<file path="config.mk">
export PLATFORM = sky130hd
export DESIGN_NAME = spi_readback_tx
export DESIGN_NICKNAME = d
export VERILOG_FILES = /design/src/rtl/spi_readback_tx_pkg.sv /design/src/rtl/spi_tx_shifter.sv /design/src/rtl/spi_readback_tx.sv
export SDC_FILE = /design/constraint.sdc
export NUM_CORES = 1
export LEC_CHECK = 0
export CAP_MARGIN = 10
export CORE_UTILIZATION = 41
export CTS_CLUSTER_DIAMETER = 120
export CTS_CLUSTER_SIZE = 8
export DETAILED_ROUTE_END_ITERATION = 7
export GPL_ROUTABILITY_DRIVEN = 1
export PLACE_DENSITY = 0.88
export SLEW_MARGIN = 20
export SYNTH_ARGS = -nofsm -noshare
export SYNTH_HDL_FRONTEND = slang
export SYNTH_SLANG_ARGS = --single-unit
</file>
<file path="constraint.sdc">
create_clock -name spi_sclk_i -period 1.76 [get_ports spi_sclk_i]
set_clock_uncertainty 0.15 [all_clocks]
set_input_delay 0.352 -clock spi_sclk_i [delete_from_list [all_inputs] [get_ports spi_sclk_i]]
set_output_delay 0.352 -clock spi_sclk_i [all_outputs]
set_load 0.005 [all_outputs]
</file>
<file path="src/rtl/spi_readback_tx_pkg.sv">
// Shared constants for the Nexys4 display SPI slave (receiver and readback transmitter).
package spi_readback_tx_pkg;

    localparam int BYTE_WIDTH    = 8;
    localparam int NUM_REGISTERS = 9;
    localparam int FRAME_CNT_W   = 3;

    localparam logic [3:0] STATUS_TAG = 4'hA;

    localparam logic [3:0] CMD_WRITE  = 4'b0001;
    localparam logic [3:0] CMD_READ   = 4'b0010;
    localparam logic [3:0] CMD_STATUS = 4'b0011;

    // bit_cnt values at which the transmit register is parallel-loaded
    localparam logic [3:0] CMD_LAST_BIT   = 4'd7;
    localparam logic [3:0] FRAME_LAST_BIT = 4'd15;

    // Status byte seen by the master straight after reset
    localparam logic [BYTE_WIDTH-1:0] STATUS_RESET = {STATUS_TAG, 4'h0};

    // Status byte: tag, validity of the previous frame's command, frame counter
    function automatic logic [BYTE_WIDTH-1:0] status_byte(input logic last_valid,
                                                         input logic [FRAME_CNT_W-1:0] frame_count);
        return {STATUS_TAG, last_valid, frame_count};
    endfunction

    // True for the command codes the peripheral recognises
    function automatic logic cmd_is_valid(input logic [3:0] cmd);
        return (cmd == CMD_WRITE) || (cmd == CMD_READ) || (cmd == CMD_STATUS);
    endfunction

endpackage

</file>
<file path="src/rtl/spi_tx_shifter.sv">
// 8-bit parallel-load shift register feeding a negedge MISO flop.
module spi_tx_shifter
    import spi_readback_tx_pkg::*;
#(
    parameter logic [BYTE_WIDTH-1:0] RESET_VALUE = STATUS_RESET
) (
    input  logic                  spi_sclk_i,
    input  logic                  rst_low_i,
    input  logic                  load,
    input  logic                  shift,
    input  logic [BYTE_WIDTH-1:0] load_data,
    output logic                  miso_r
);

    logic [BYTE_WIDTH-1:0] tx_shift;

    // Load a new byte or move the next bit into the MSB, filling with 1s
    always_ff @(posedge spi_sclk_i or negedge rst_low_i) begin
        if (!rst_low_i) begin
            tx_shift <= RESET_VALUE;
        end else if (load) begin
            tx_shift <= load_data;
        end else if (shift) begin
            tx_shift <= {tx_shift[BYTE_WIDTH-2:0], 1'b1};
        end
    end

    // Present the MSB half a cycle ahead of the master's posedge sample
    always_ff @(negedge spi_sclk_i or negedge rst_low_i) begin
        if (!rst_low_i) begin
            miso_r <= 1'b1;
        end else begin
            miso_r <= tx_shift[BYTE_WIDTH-1];
        end
    end

endmodule

</file>
<file path="src/rtl/spi_readback_tx.sv">
// SPI slave transmit stage: decodes the command byte and returns register or status data.
module spi_readback_tx
    import spi_readback_tx_pkg::*;
(
    input  logic                                spi_sclk_i,
    input  logic                                rst_low_i,
    input  logic                                spi_ss_i,
    input  logic                                spi_mosi_i,
    input  logic [BYTE_WIDTH*NUM_REGISTERS-1:0] reg_data_i,
    output logic                                spi_miso_o,
    output logic [FRAME_CNT_W-1:0]              frame_count_o
);

    logic [3:0]             bit_cnt;
    logic [6:0]             rx_shift;
    logic [3:0]             cmd_r;
    logic [FRAME_CNT_W-1:0] frame_count;
    logic                   last_valid;
    logic                   cnt_clr_n;
    logic [BYTE_WIDTH-1:0]  cmd_byte;
    logic [3:0]             cmd;
    logic [3:0]             addr;
    logic [BYTE_WIDTH-1:0]  rd_byte;
    logic [BYTE_WIDTH-1:0]  resp_byte;
    logic [BYTE_WIDTH-1:0]  load_data;
    logic                   at_cmd_end;
    logic                   at_frame_end;
    logic                   tx_load;
    logic                   tx_shift_en;
    logic                   miso_r;
    logic                   last_valid_nxt;
    logic [FRAME_CNT_W-1:0] frame_count_nxt;

    // Deasserting slave select aborts a frame by clearing the bit counter
    assign cnt_clr_n = rst_low_i & ~spi_ss_i;

    assign cmd_byte     = {rx_shift, spi_mosi_i};
    assign cmd          = cmd_byte[7:4];
    assign addr         = cmd_byte[3:0];
    assign at_cmd_end   = (bit_cnt == CMD_LAST_BIT);
    assign at_frame_end = (bit_cnt == FRAME_LAST_BIT);
    assign tx_load      = ~spi_ss_i & (at_cmd_end | at_frame_end);
    assign tx_shift_en  = ~spi_ss_i & ~at_cmd_end & ~at_frame_end;

    assign last_valid_nxt  = cmd_is_valid(cmd_r);
    assign frame_count_nxt = frame_count + 1'b1;

    // Bit position within the 16-bit frame; wraps so frames can run back to back
    always_ff @(posedge spi_sclk_i or negedge cnt_clr_n) begin
        if (!cnt_clr_n) begin
            bit_cnt <= '0;
        end else begin
            bit_cnt <= bit_cnt + 1'b1;
        end
    end

    // Collect the first seven command bits; the eighth is taken live from MOSI
    always_ff @(posedge spi_sclk_i or negedge rst_low_i) begin
        if (!rst_low_i) begin
            rx_shift <= '0;
        end else if (!spi_ss_i) begin
            rx_shift <= {rx_shift[5:0], spi_mosi_i};
        end
    end

    // Remember the command and update frame statistics when a frame completes
    always_ff @(posedge spi_sclk_i or negedge rst_low_i) begin
        if (!rst_low_i) begin
            cmd_r       <= '0;
            frame_count <= '0;
            last_valid  <= 1'b0;
        end else if (!spi_ss_i) begin
            if (at_cmd_end) begin
                cmd_r <= cmd;
            end
            if (at_frame_end) begin
                frame_count <= frame_count_nxt;
                last_valid  <= last_valid_nxt;
            end
        end
    end

    // Select the response byte and the byte to load into the transmit register
    always_comb begin
        rd_byte = '0;
        for (int i = 0; i < NUM_REGISTERS; i++) begin
            if (addr == 4'(i)) begin
                rd_byte = reg_data_i[BYTE_WIDTH*i +: BYTE_WIDTH];
            end
        end
        case (cmd)
            CMD_READ:   resp_byte = rd_byte;
            CMD_STATUS: resp_byte = status_byte(last_valid, frame_count);
            CMD_WRITE:  resp_byte = '0;
            default:    resp_byte = '1;
        endcase
        // At frame end the status shown next must already include this frame
        load_data = at_frame_end ? status_byte(last_valid_nxt, frame_count_nxt) : resp_byte;
    end

    spi_tx_shifter #(
        .RESET_VALUE (STATUS_RESET)
    ) u_tx_shifter (
        .spi_sclk_i (spi_sclk_i),
        .rst_low_i  (rst_low_i),
        .load       (tx_load),
        .shift      (tx_shift_en),
        .load_data  (load_data),
        .miso_r     (miso_r)
    );

    assign spi_miso_o    = spi_ss_i ? 1'b1 : miso_r;
    assign frame_count_o = frame_count;

endmodule
</file>
==> flow_metrics.env, run 1 <==
export IMPL_required_ns=1.26
export IMPL_crit_start="u_tx_shifter.miso_r"
export IMPL_cts_root_buf="clkbuf_8"
export IMPL_final_cell_area_um2=3460
export IMPL_async_flop_share_pct=100
export IMPL_relSlewSlack_pct=70.4
export IMPL_area_growth_syn_to_layout_pct=56.4
export IMPL_hold_path_class="in2async"
export IMPL_cts_buffers=3
export IMPL_outcome="finished with violations"
export IMPL_std_cell_rows=26
export IMPL_cts_hold_buf=0
export IMPL_viasPerCell=5.83
export IMPL_drv_slew=0
export IMPL_crit_fanout=1
export IMPL_p_sw_uw=717
export IMPL_drt_total_wl_um=7200
export IMPL_cts_max_level=1
export IMPL_utilization_pct=67.4
export IMPL_cpPeakStageDelay_ns=0.50
export IMPL_power_frac_seq_pct=37.9
export IMPL_n_antenna_cell=0
export IMPL_placedCellCount=403
export IMPL_synthesis_area_um2=2210
export IMPL_preCtsSetupSlack_ns=-0.699
export IMPL_postRouteAntennaNets=0
export IMPL_start_util_pct=43.1
export IMPL_place_congestion=0.878
export IMPL_worst_path_buf_inv=1
export IMPL_drive_above_1_share_pct=29.6
export IMPL_holdWs_ns=0.322
export IMPL_hold_viol_final=0
export IMPL_path_cells="or2_4, buf_6"
export IMPL_fp_dieH_um=75.5
export IMPL_use_met1_pct=30.0
export IMPL_reg2reg_slack_ns=-0.18
export IMPL_numClockSinks=28
export IMPL_die_area_um2=5700
export IMPL_pin_count=80
export IMPL_port_buffers=79
export IMPL_ys_warn_count=0
export IMPL_crit_type="reg2out"
export IMPL_layout_commonest_cell="clkdlybuf4s50_1"
export IMPL_synth_nets=311
export IMPL_placed_cell_area_um2=3270
export IMPL_grt_usage_pct=24.9
export IMPL_combPwrFrac_pct=45.9
export IMPL_clkTransAtPathRegs_ns=0.09
export IMPL_synth_seq_area_share_pct=31.8
export IMPL_r2r_end="u_tx_shifter.tx_shift[1]"
export IMPL_p_clk_share_pct=16.2
export IMPL_die_w_um=75.5
export IMPL_setup_violations_final=7
export IMPL_slowest_stage="dfstp_2"
export IMPL_drt_pass1_iter_count=5
export IMPL_drv_cap=0
export IMPL_antenna_found_initial=0
export IMPL_grt_pass1_vias=2353
export IMPL_nNetsFinal=427
export IMPL_ys_ff_latch=28
export IMPL_crit_arrival_ns=1.90
export IMPL_path_delay_family="flip-flops"
export IMPL_wl_per_cell_um=17.2
export IMPL_final_cell_mix="clkdlybuf4s50_1 (76), buf_4 (42), dfrtp_1 (21)"
export IMPL_tritoncts="done"
export IMPL_violations="negative setup slack"
export IMPL_swShare_pct=32.2
export IMPL_reg2reg_from="rx_shift[1]"
export IMPL_ir_worst_vdd_mv=0.446
export IMPL_worst_pin_slew_ns=0.440
export IMPL_r2r_cells=6
export IMPL_worstSkewPairLatency_ns=0.27
export IMPL_grt_busiest_layer="met2"
export IMPL_crit_end="spi_miso_o"
export IMPL_power_leakage_nw=1.46
export IMPL_syn_area_per_cell_um2=9.50
export IMPL_grt_max_degree=25
export IMPL_worst_slack_ns=-0.642
export IMPL_synth_area_leaders="dfrtp_1 (28%), mux2_2 (7.1%), mux2i_1 (4.1%)"
export IMPL_clk_path_buf_depth=2
export IMPL_synth_ff_type="dfrtp_1"
export IMPL_synth_largest_area_cell="dfrtp_1"
export IMPL_drc_errors=0
export IMPL_power_density_nw_per_um2=643
export IMPL_drt_iter0_drc=146
export IMPL_grt_use_met3_pct=2.65
export IMPL_core_area_um2=5140
export IMPL_dp_hpwl_um=5210
export IMPL_critical_path_endpoint_type="output port"
export IMPL_grt_ovfl_total=0
export IMPL_cp_depth=2
export IMPL_synth_edf_count=0
export IMPL_synth_top_area_share_pct=28.3
export IMPL_met2_usage_pct=46.7
export IMPL_yosysUniqueCellTypes=64
export IMPL_fin_cells=418
export IMPL_intPower_mw=1.51
export IMPL_vias=2437
export IMPL_critPathLaunchType="flip-flop"
export IMPL_rsz0062_at_grt="yes"
export IMPL_grt_pass1_wl_um=10700
export IMPL_synthCells=233
==> cell usage after synthesis, types with 4 or more instances <==
| cell | n |
|---|---|
| xnor2_1 | 4 |
| buf_6 | 7 |
| mux2i_1 | 9 |
| a221oi_1 | 4 |
| dfrtp_1 | 25 |
| nand3_1 | 5 |
| a21oi_1 | 16 |
| nor3b_1 | 4 |
| inv_1 | 5 |
| o31ai_1 | 4 |
| buf_2 | 4 |
| o21ai_0 | 12 |
| a31oi_1 | 6 |
| nor3_1 | 6 |
| mux2_2 | 14 |
| nand2_1 | 17 |
| a221o_1 | 4 |
| nor2b_1 | 4 |
| nor2_1 | 12 |
==> area by class of cell <==
cell class,count,area [um2]
repair buffers,129,1210
clock inverters,1,3.75
flip-flops and latches,28,709
well taps,70,87.6
clock buffers,4,45.0
multi-input cells,181,1390
inverters,5,18.8
fillers,429,1680
==> power groups by stage <==
stage                     logic [mW]  clock network, mW  registers [mW]
after floorplan                0.517            0.00711           0.820
after global placement         0.878            0.00711           0.854
after detailed placement       0.900            0.00711           0.859
after CTS                      0.940              0.373           0.853
after global routing            1.09              0.395           0.860
final                           1.02              0.361           0.843
==> stage by stage <==
stage	setup TNS (ns)	total power [mW]
final	-0.990	2.23
after global routing	-1.63	2.35
after CTS	-0.684	2.17
after detailed placement	-7.54	1.77
after global placement	-6.81	1.74
after floorplan	-0.211	1.34
==> worst register-to-register path, cell delays in order (launching register included) <==
cell	delay, ns
dfrtp_2	0.48
buf_12	0.17
mux4_1	0.21
nor2_1	0.05
nor4_1	0.42
o221ai_1	0.22
a21oi_1	0.18
==> sequential cells by signal (all words and copies together), names as in the netlist <==
name                   count
bit_cnt                    4
cmd_r                      4
frame_count_o              3
last_valid                 1
rx_shift                   7
u_tx_shifter.miso_r        1
u_tx_shifter.tx_shift      8
==> what timing repair did <==
item / 4_1_cts / 5_1_grt
setup buffers: 1 / 10
endpoints found under the hold margin: 0 / 0
pin swaps: 3 / 10
resized for setup: 20 / 9
setup endpoints to repair: 13 / 12
gates cloned: 1 / 0
==> metal layers <==
metal | vias up | share of wire (%)
met5 | - | 0
met4 | 0 | 2.7
met3 | 22 | 6.2
met2 | 138 | 52
met1 | 1158 | 39
li1 | 1119 | -
==> logic make-up after synthesis <==
kind of cell / after synthesis / synth area share [%]
compound gates: 79 / 25.4
xor+xnor: 6 / 2.37
fa+ha+maj: 2 / 1.13
buf+inv: 24 / 8.71
flops: 28 / 31.8
mux: 25 / 13.1
simple gates: 69 / 17.5
==> how the worst min path moves through the flow <==
| stage | end |
|---|---|
| 3_3_place_gp | bit_cnt[0] |
| 4_1_cts | frame_count_o[1] |
| 6_report | frame_count_o[1] |
| 2_1_floorplan | cmd_r[0] |
| 5_1_grt | u_tx_shifter.tx_shift[7] |
| 3_5_place_dp | u_tx_shifter.tx_shift[7] |
Note: power is estimated with default switching activity, not from simulation.
==> inputs of run 2 (changes only) <==
CORE_UTILIZATION = 40   (was 41)
PLACE_DENSITY = 0.87   (was 0.88)
SLEW_MARGIN = default   (was 20)
SYNTH_HIERARCHICAL = 1   (was default)
TNS_END_PERCENT = 30   (was default)
==> run 2 against run 1 <==
The flow still finishes with violations (negative setup slack). Power is 4.4% higher. Via count is 6.4% lower. Critical endpoint unchanged. Count of clock-buffer cells in the layout is 1 lower. Die area is 1.0% lower. Synthesized cell count is 0.86% higher.
==> flow_metrics.env, run 2 <==
export IMPL_grt_pass1_vias=2231
export IMPL_top_regs="u_tx_shifter/tx_shift (8), rx_shift (7)"
export IMPL_cpPeakStageDelay_ns=0.50
export IMPL_vias=2280
export IMPL_synth_area_leaders="dfrtp_1 (29%), mux2i_1 (11%), mux2_2 (7.4%)"
export IMPL_largest_register="u_tx_shifter/tx_shift"
export IMPL_nNetsFinal=417
export IMPL_dp_hpwl_um=5200
export IMPL_worst_pin_slew_ns=0.368
export IMPL_worstSkewPairLatency_ns=0.28
export IMPL_synth_edf_count=0
export IMPL_std_cell_rows=26
export IMPL_worst_slack_ns=-0.637
export IMPL_drt_pass1_iter_count=4
export IMPL_wl_per_cell_um=16.8
export IMPL_grt_ovfl_total=0
export IMPL_path_cells="or2_4, buf_6"
export IMPL_met3WireLength_um=596
export IMPL_synth_top_area_share_pct=29.3
export IMPL_combPwrFrac_pct=42.4
export IMPL_yosysUniqueCellTypes=53
export IMPL_ir_worst_vdd_mv=0.485
export IMPL_crit_fanout=1
export IMPL_pin_count=80
export IMPL_ys_ff_latch=28
export IMPL_synth_ff_type="dfrtp_1"
export IMPL_relSlewSlack_pct=75.4
export IMPL_crit_type="reg2out"
export IMPL_die_w_um=75.1
export IMPL_critPathLaunchType="flip-flop"
export IMPL_synthTopCellsByCount="dfrtp_1 (25), nand2_1 (24), mux2i_1 (23)"
export IMPL_drive_above_1_share_pct=23.4
export IMPL_core_area_um2=5140
export IMPL_numClockSinks=28
export IMPL_slowest_stage="dfstp_2"
export IMPL_power_leakage_nw=1.44
export IMPL_critical_path_endpoint_type="output port"
export IMPL_dr_wl_met2_um=3160
export IMPL_setup_violations_final=8
export IMPL_drt_total_wl_um=6840
export IMPL_drv_cap=0
export IMPL_wl_met1_um=2830
export IMPL_tritoncts="done"
export IMPL_preCtsSetupSlack_ns=-0.689
export IMPL_synth_most_common_cell="dfrtp_1"
export IMPL_drv_slew=0
export IMPL_ys_warn_count=6
export IMPL_cts_max_level=1
export IMPL_syn_area_per_cell_um2=9.09
export IMPL_p_clk_share_pct=22.4
export IMPL_final_cell_area_um2=3400
export IMPL_area_growth_syn_to_layout_pct=58.9
export IMPL_p_sw_uw=720
export IMPL_final_cell_mix="clkdlybuf4s50_1 (69), buf_4 (33), nand2_1 (24), dfrtp_1 (24), mux2i_1 (23)"
export IMPL_outcome="finished with violations"
export IMPL_rsz0062_at_grt="yes"
export IMPL_worst_path_buf_inv=1
export IMPL_reg2reg_from="rx_shift[1]"
export IMPL_cts_buffers=3
export IMPL_hold_viol_final=0
export IMPL_async_flop_share_pct=100
export IMPL_largest_reg_flops=8
export IMPL_power_density_nw_per_um2=685
export IMPL_swShare_pct=31.0
export IMPL_clkTransAtPathRegs_ns=0.09
export IMPL_synthesis_area_um2=2140
export IMPL_grt_pass1_wl_um=10200
export IMPL_synth_largest_area_cell="dfrtp_1"
export IMPL_required_ns=1.26
export IMPL_power_frac_seq_pct=35.3
export IMPL_violations="negative setup slack"
export IMPL_port_buffers=79
export IMPL_antenna_found_initial=0
export IMPL_fp_dieH_um=75.1
export IMPL_grt_max_degree=25
export IMPL_grt_usage_pct=24.2
export IMPL_cts_root_buf="clkbuf_8"
export IMPL_path_delay_family="flip-flops"
export IMPL_n_antenna_cell=0
export IMPL_crit_start="u_tx_shifter/miso_r"
export IMPL_intPower_mw=1.60
export IMPL_crit_arrival_ns=1.89
export IMPL_synth_nets=313
export IMPL_viasPerCell=5.59
export IMPL_placed_cell_area_um2=3230
export IMPL_postRouteAntennaNets=0
export IMPL_layout_commonest_cell="clkdlybuf4s50_1"
export IMPL_highest_layer="met4"
export IMPL_die_area_um2=5640
export IMPL_start_util_pct=41.6
export IMPL_clk_path_buf_depth=2
export IMPL_hold_path_class="in2async"
export IMPL_drc_errors=0
export IMPL_synth_seq_area_share_pct=33.0
export IMPL_synthCells=235
export IMPL_place_congestion=0.850
export IMPL_drt_iter0_drc=121
-- run 2: changes by cell type after synthesis, moves of 5 or more --
| cell | change |
|---|---|
| mux2i_1 | +14 |
| a21oi_1 | -8 |
| clkbuf_1 | +7 |
| nand2_1 | +7 |
| o21ai_1 | +6 |
| a31oi_1 | -5 |
-- run 2: power groups by stage --
stage	registers [mW]	clock network, mW	logic [mW]
finish	0.820	0.520	0.985
global route	0.834	0.567	1.06
CTS	0.819	0.533	0.956
detailed placement	0.829	0.00711	0.919
global placement	0.821	0.00711	0.900
floorplan	0.819	0.00711	0.484
-- run 2: final timing paths --
path / endpoint / slack [ns] / cells after the start
worst max-delay path: spi_miso_o / -0.64 / 2
worst min-delay path: frame_count_o[1] / 0.33 / 2
worst max register to register: u_tx_shifter/tx_shift[2] / -0.11 / 8
worst min register to register: bit_cnt[1] / 0.36 / 1
max in group asynchronous: u_tx_shifter/miso_r / 0.35 / 1
min in group spi_sclk_i: bit_cnt[1] / 0.36 / 1
-- run 2: kinds of logic (layout without fill, tap and decap cells) --
group | Yosys count | count (layout) | share of synthesized area [%]
AOI/OAI and AO/OA | 61 | 61 | 19.4
adders and majority gates | 2 | 2 | 1.17
muxes | 39 | 39 | 20.3
xor gates and xnor gates | 5 | 5 | 2.05
and+or+nand+nor | 74 | 74 | 18.0
DFF | 28 | 28 | 33.0
buffers and inverters | 26 | 129 | 6.15
-- run 2: final cells by class --
class	instances	area [um2]
Clock inverter	2	33.8
Timing Repair Buffer	118	1140
Fill cell	404	1740
Inverter	6	22.5
Multi-Input combinational cell	181	1370
Tap cell	70	87.6
Sequential cell	28	706
Clock buffer	3	41.3
-- run 2: repair_timing --
item                                    CTS  global route
pin swaps                                12             4
endpoints found under the setup margin   11            12
resized for setup                        31            10
hold endpoints to repair                  0             0
setup buffers                             0             0
hold buffers                              0             0
gates cloned                              1             0
-- run 2: worst register-to-register path, delay by kind of cell (launching register included) --
family / cells / cell delay [ns]
simple gates: 2 / 0.28
buf+inv: 2 / 0.34
flops: 1 / 0.44
compound gates: 4 / 0.59
-- run 2: stage by stage --
stage          util (%)  hold WS [ns]  total power, mW  std cells  TNS (ns)
6_report           66.1         0.333             2.32        408     -1.05
5_1_grt            66.1         0.351             2.46        408     -1.91
4_1_cts            65.5         0.340             2.31        408     -1.04
3_5_place_dp       62.8         0.337             1.75        403     -7.09
3_3_place_gp       62.8         0.326             1.73        403     -6.73
2_1_floorplan         -       -0.0936             1.31        235    -0.285
-- run 2: metal layers --
layer	up-vias	global-route usage [%]
met5	-	0
met4	0	11.9
met3	23	3.75
met2	111	42.7
met1	1067	28.4
li1	1079	-
==> inputs of run 3 (changes only) <==
CORE_UTILIZATION = 42   (was 40)
CTS_BUF_LIST = sky130_fd_sc_hd__clkbuf_8   (was default)
CTS_CLUSTER_DIAMETER = 50   (was 120)
PLACE_DENSITY = 0.91   (was 0.87)
==> run 3 against run 2 <==
Design area up 1.3%. Critical path depth unchanged. Setup slack hardly changed. Count of clock-buffer cells in the layout stayed put. Register-to-register slack worse by 0.04 ns. Worst hold slack worse by 0.0087 ns. Global-route usage up 4.0 points. First-iteration DRC count decreased by 17%. Clock power down 29%. Non-clock buffer count increased by 7. The flow still finishes with violations (negative setup slack). Combinational power increased by 4%. Largest power group unchanged. Highest routed layer unchanged.
==> flow_metrics.env, run 3 (synthesis gave the netlist of run 2 again) <==
export IMPL_ir_worst_vdd_mv=0.385
export IMPL_drc_errors=0
export IMPL_intPower_mw=1.47
export IMPL_crit_arrival_ns=1.89
export IMPL_place_congestion=0.897
export IMPL_layout_commonest_cell="clkdlybuf4s50_1"
export IMPL_n_antenna_cell=0
export IMPL_worstSkewPairLatency_ns=0.28
export IMPL_drv_slew=0
export IMPL_grt_pass1_wl_um=11400
export IMPL_critPathLaunchType="flip-flop"
export IMPL_pin_count=80
export IMPL_grt_usage_pct=28.2
export IMPL_grt_max_degree=25
export IMPL_port_buffers=79
export IMPL_power_density_nw_per_um2=644
export IMPL_power_frac_seq_pct=37.3
export IMPL_worst_pin_slew_ns=0.461
export IMPL_cts_max_level=1
export IMPL_die_area_um2=5380
export IMPL_drt_total_wl_um=7400
export IMPL_top_regs="u_tx_shifter/tx_shift (8), rx_shift (7)"
export IMPL_drt_pass1_iter_count=4
export IMPL_crit_fanout=1
export IMPL_utilization_pct=71.4
export IMPL_antenna_found_initial=0
export IMPL_dp_hpwl_um=5500
export IMPL_nNetsFinal=424
export IMPL_relSlewSlack_pct=69.0
export IMPL_n_fill_cell=334
export IMPL_power_leakage_nw=1.46
export IMPL_wl_per_cell_um=18.0
export IMPL_p_total_mw=2.22
export IMPL_critical_path_endpoint_type="output port"
export IMPL_placed_cell_area_um2=3280
export IMPL_postRouteAntennaNets=0
export IMPL_vias=2341
export IMPL_drive_above_1_share_pct=25.5
export IMPL_tritoncts="done"
export IMPL_p_clk_share_pct=16.6
export IMPL_numClockSinks=28
export IMPL_grt_pass1_vias=2411
export IMPL_violations="negative setup slack"
export IMPL_largest_register="u_tx_shifter/tx_shift"
export IMPL_swShare_pct=33.5
export IMPL_std_cell_rows=25
export IMPL_rsz0062_at_grt="yes"
export IMPL_final_cell_mix="clkdlybuf4s50_1 (69), buf_4 (41), nand2_1 (24)"
export IMPL_clk_path_buf_depth=2
export IMPL_crit_type="reg2out"
export IMPL_cts_buffers=3
export IMPL_cts_root_buf="clkbuf_8"
export IMPL_required_ns=1.26
export IMPL_p_sw_uw=743
export IMPL_clkTransAtPathRegs_ns=0.10
export IMPL_worst_slack_ns=-0.637
export IMPL_die_w_um=73.3
export IMPL_final_cell_area_um2=3440
export IMPL_fp_dieH_um=73.3
export IMPL_combPwrFrac_pct=46.1
export IMPL_drt_iter0_drc=101
export IMPL_start_util_pct=44.4
export IMPL_largest_reg_flops=8
export IMPL_drv_cap=0
export IMPL_outcome="finished with violations"
export IMPL_hold_viol_final=0
export IMPL_viasPerCell=5.68
export IMPL_area_growth_syn_to_layout_pct=60.9
export IMPL_grt_ovfl_total=0
export IMPL_setup_violations_final=10
export IMPL_core_area_um2=4820
export IMPL_hold_path_class="in2async"
-- run 3: changes by cell type in the layout (fill, tap and decap cells not counted), moves of 2 or more --
cell / previous run / this run
a211oi_1: 4 / 2
a211oi_2: 0 / 2
a21oi_1: 8 / 6
a21oi_2: 0 / 2
a221oi_1: 2 / 5
a221oi_2: 3 / 0
buf_12: 2 / 4
buf_4: 33 / 41
buf_6: 5 / 1
-- run 3: final timing paths --
path	startpoint	end	slack, ns	cells past startpoint
max reg2reg	rx_shift[0]	u_tx_shifter/tx_shift[2]	-0.15	7
max in group asynchronous	rst_low_i	u_tx_shifter/miso_r	0.35	1
max	u_tx_shifter/miso_r	spi_miso_o	-0.64	2
min reg2reg	bit_cnt[1]	bit_cnt[1]	0.36	1
min	rst_low_i	rx_shift[5]	0.32	2
min in group spi_sclk_i	bit_cnt[1]	bit_cnt[1]	0.36	1
-- run 3: what timing repair did --
action / CTS / global route
endpoints found under the setup margin: 11 / 15
setup buffers: 1 / 2
hold buffers: 0 / 0
gates resized for setup: 29 / 11
pin swaps: 6 / 12
hold endpoints to repair: 0 / 0
gates cloned: 1 / 0
-- run 3: worst max-delay path, cell delays in order (launching register included) --
cell and delay, ns:
dfstp_2 0.50, or2_4 0.10, buf_6 0.08
-- run 3: per-layer routing --
metal | track usage, % | wire length [um] | vias to the layer above
met1 | 31.2 | 2870 | 1106
met4 | 14.3 | 300 | 0
met2 | 51.4 | 3570 | 118
met5 | 0 | 0 | -
li1 | - | - | 1090
met3 | 5.21 | 664 | 27
-- run 3: metrics by stage --
stage | instances | worst slack (ns) | TNS (ns) | hold slack, ns
5_1_grt | 412 | -0.670 | -2.31 | 0.359
2_1_floorplan | 235 | -0.211 | -0.285 | -0.0936
3_3_place_gp | 404 | -0.694 | -6.84 | 0.326
4_1_cts | 410 | -0.646 | -1.28 | 0.341
3_5_place_dp | 404 | -0.700 | -7.26 | 0.336
6_report | 412 | -0.637 | -1.60 | 0.324
-- run 3: layout make-up --
type | instances | area, um2 | share of cell area [%]
Inverter | 6 | 22.5 | 0.655
Clock buffer | 3 | 41.3 | 1.20
Sequential cell | 28 | 707 | 20.6
Tap cell | 67 | 83.8 | 2.44
Multi-Input combinational cell | 181 | 1380 | 40.1
Clock inverter | 2 | 7.51 | 0.218
Timing Repair Buffer | 125 | 1200 | 34.8
-- run 3: power by group through the flow --
stage	Clock, mW	Combinational, mW	Sequential (mW)
floorplan	0.00711	0.484	0.819
global placement	0.00711	0.904	0.823
detailed placement	0.00711	0.937	0.830
CTS	0.378	0.975	0.822
global route	0.404	1.09	0.832
finish	0.369	1.02	0.827
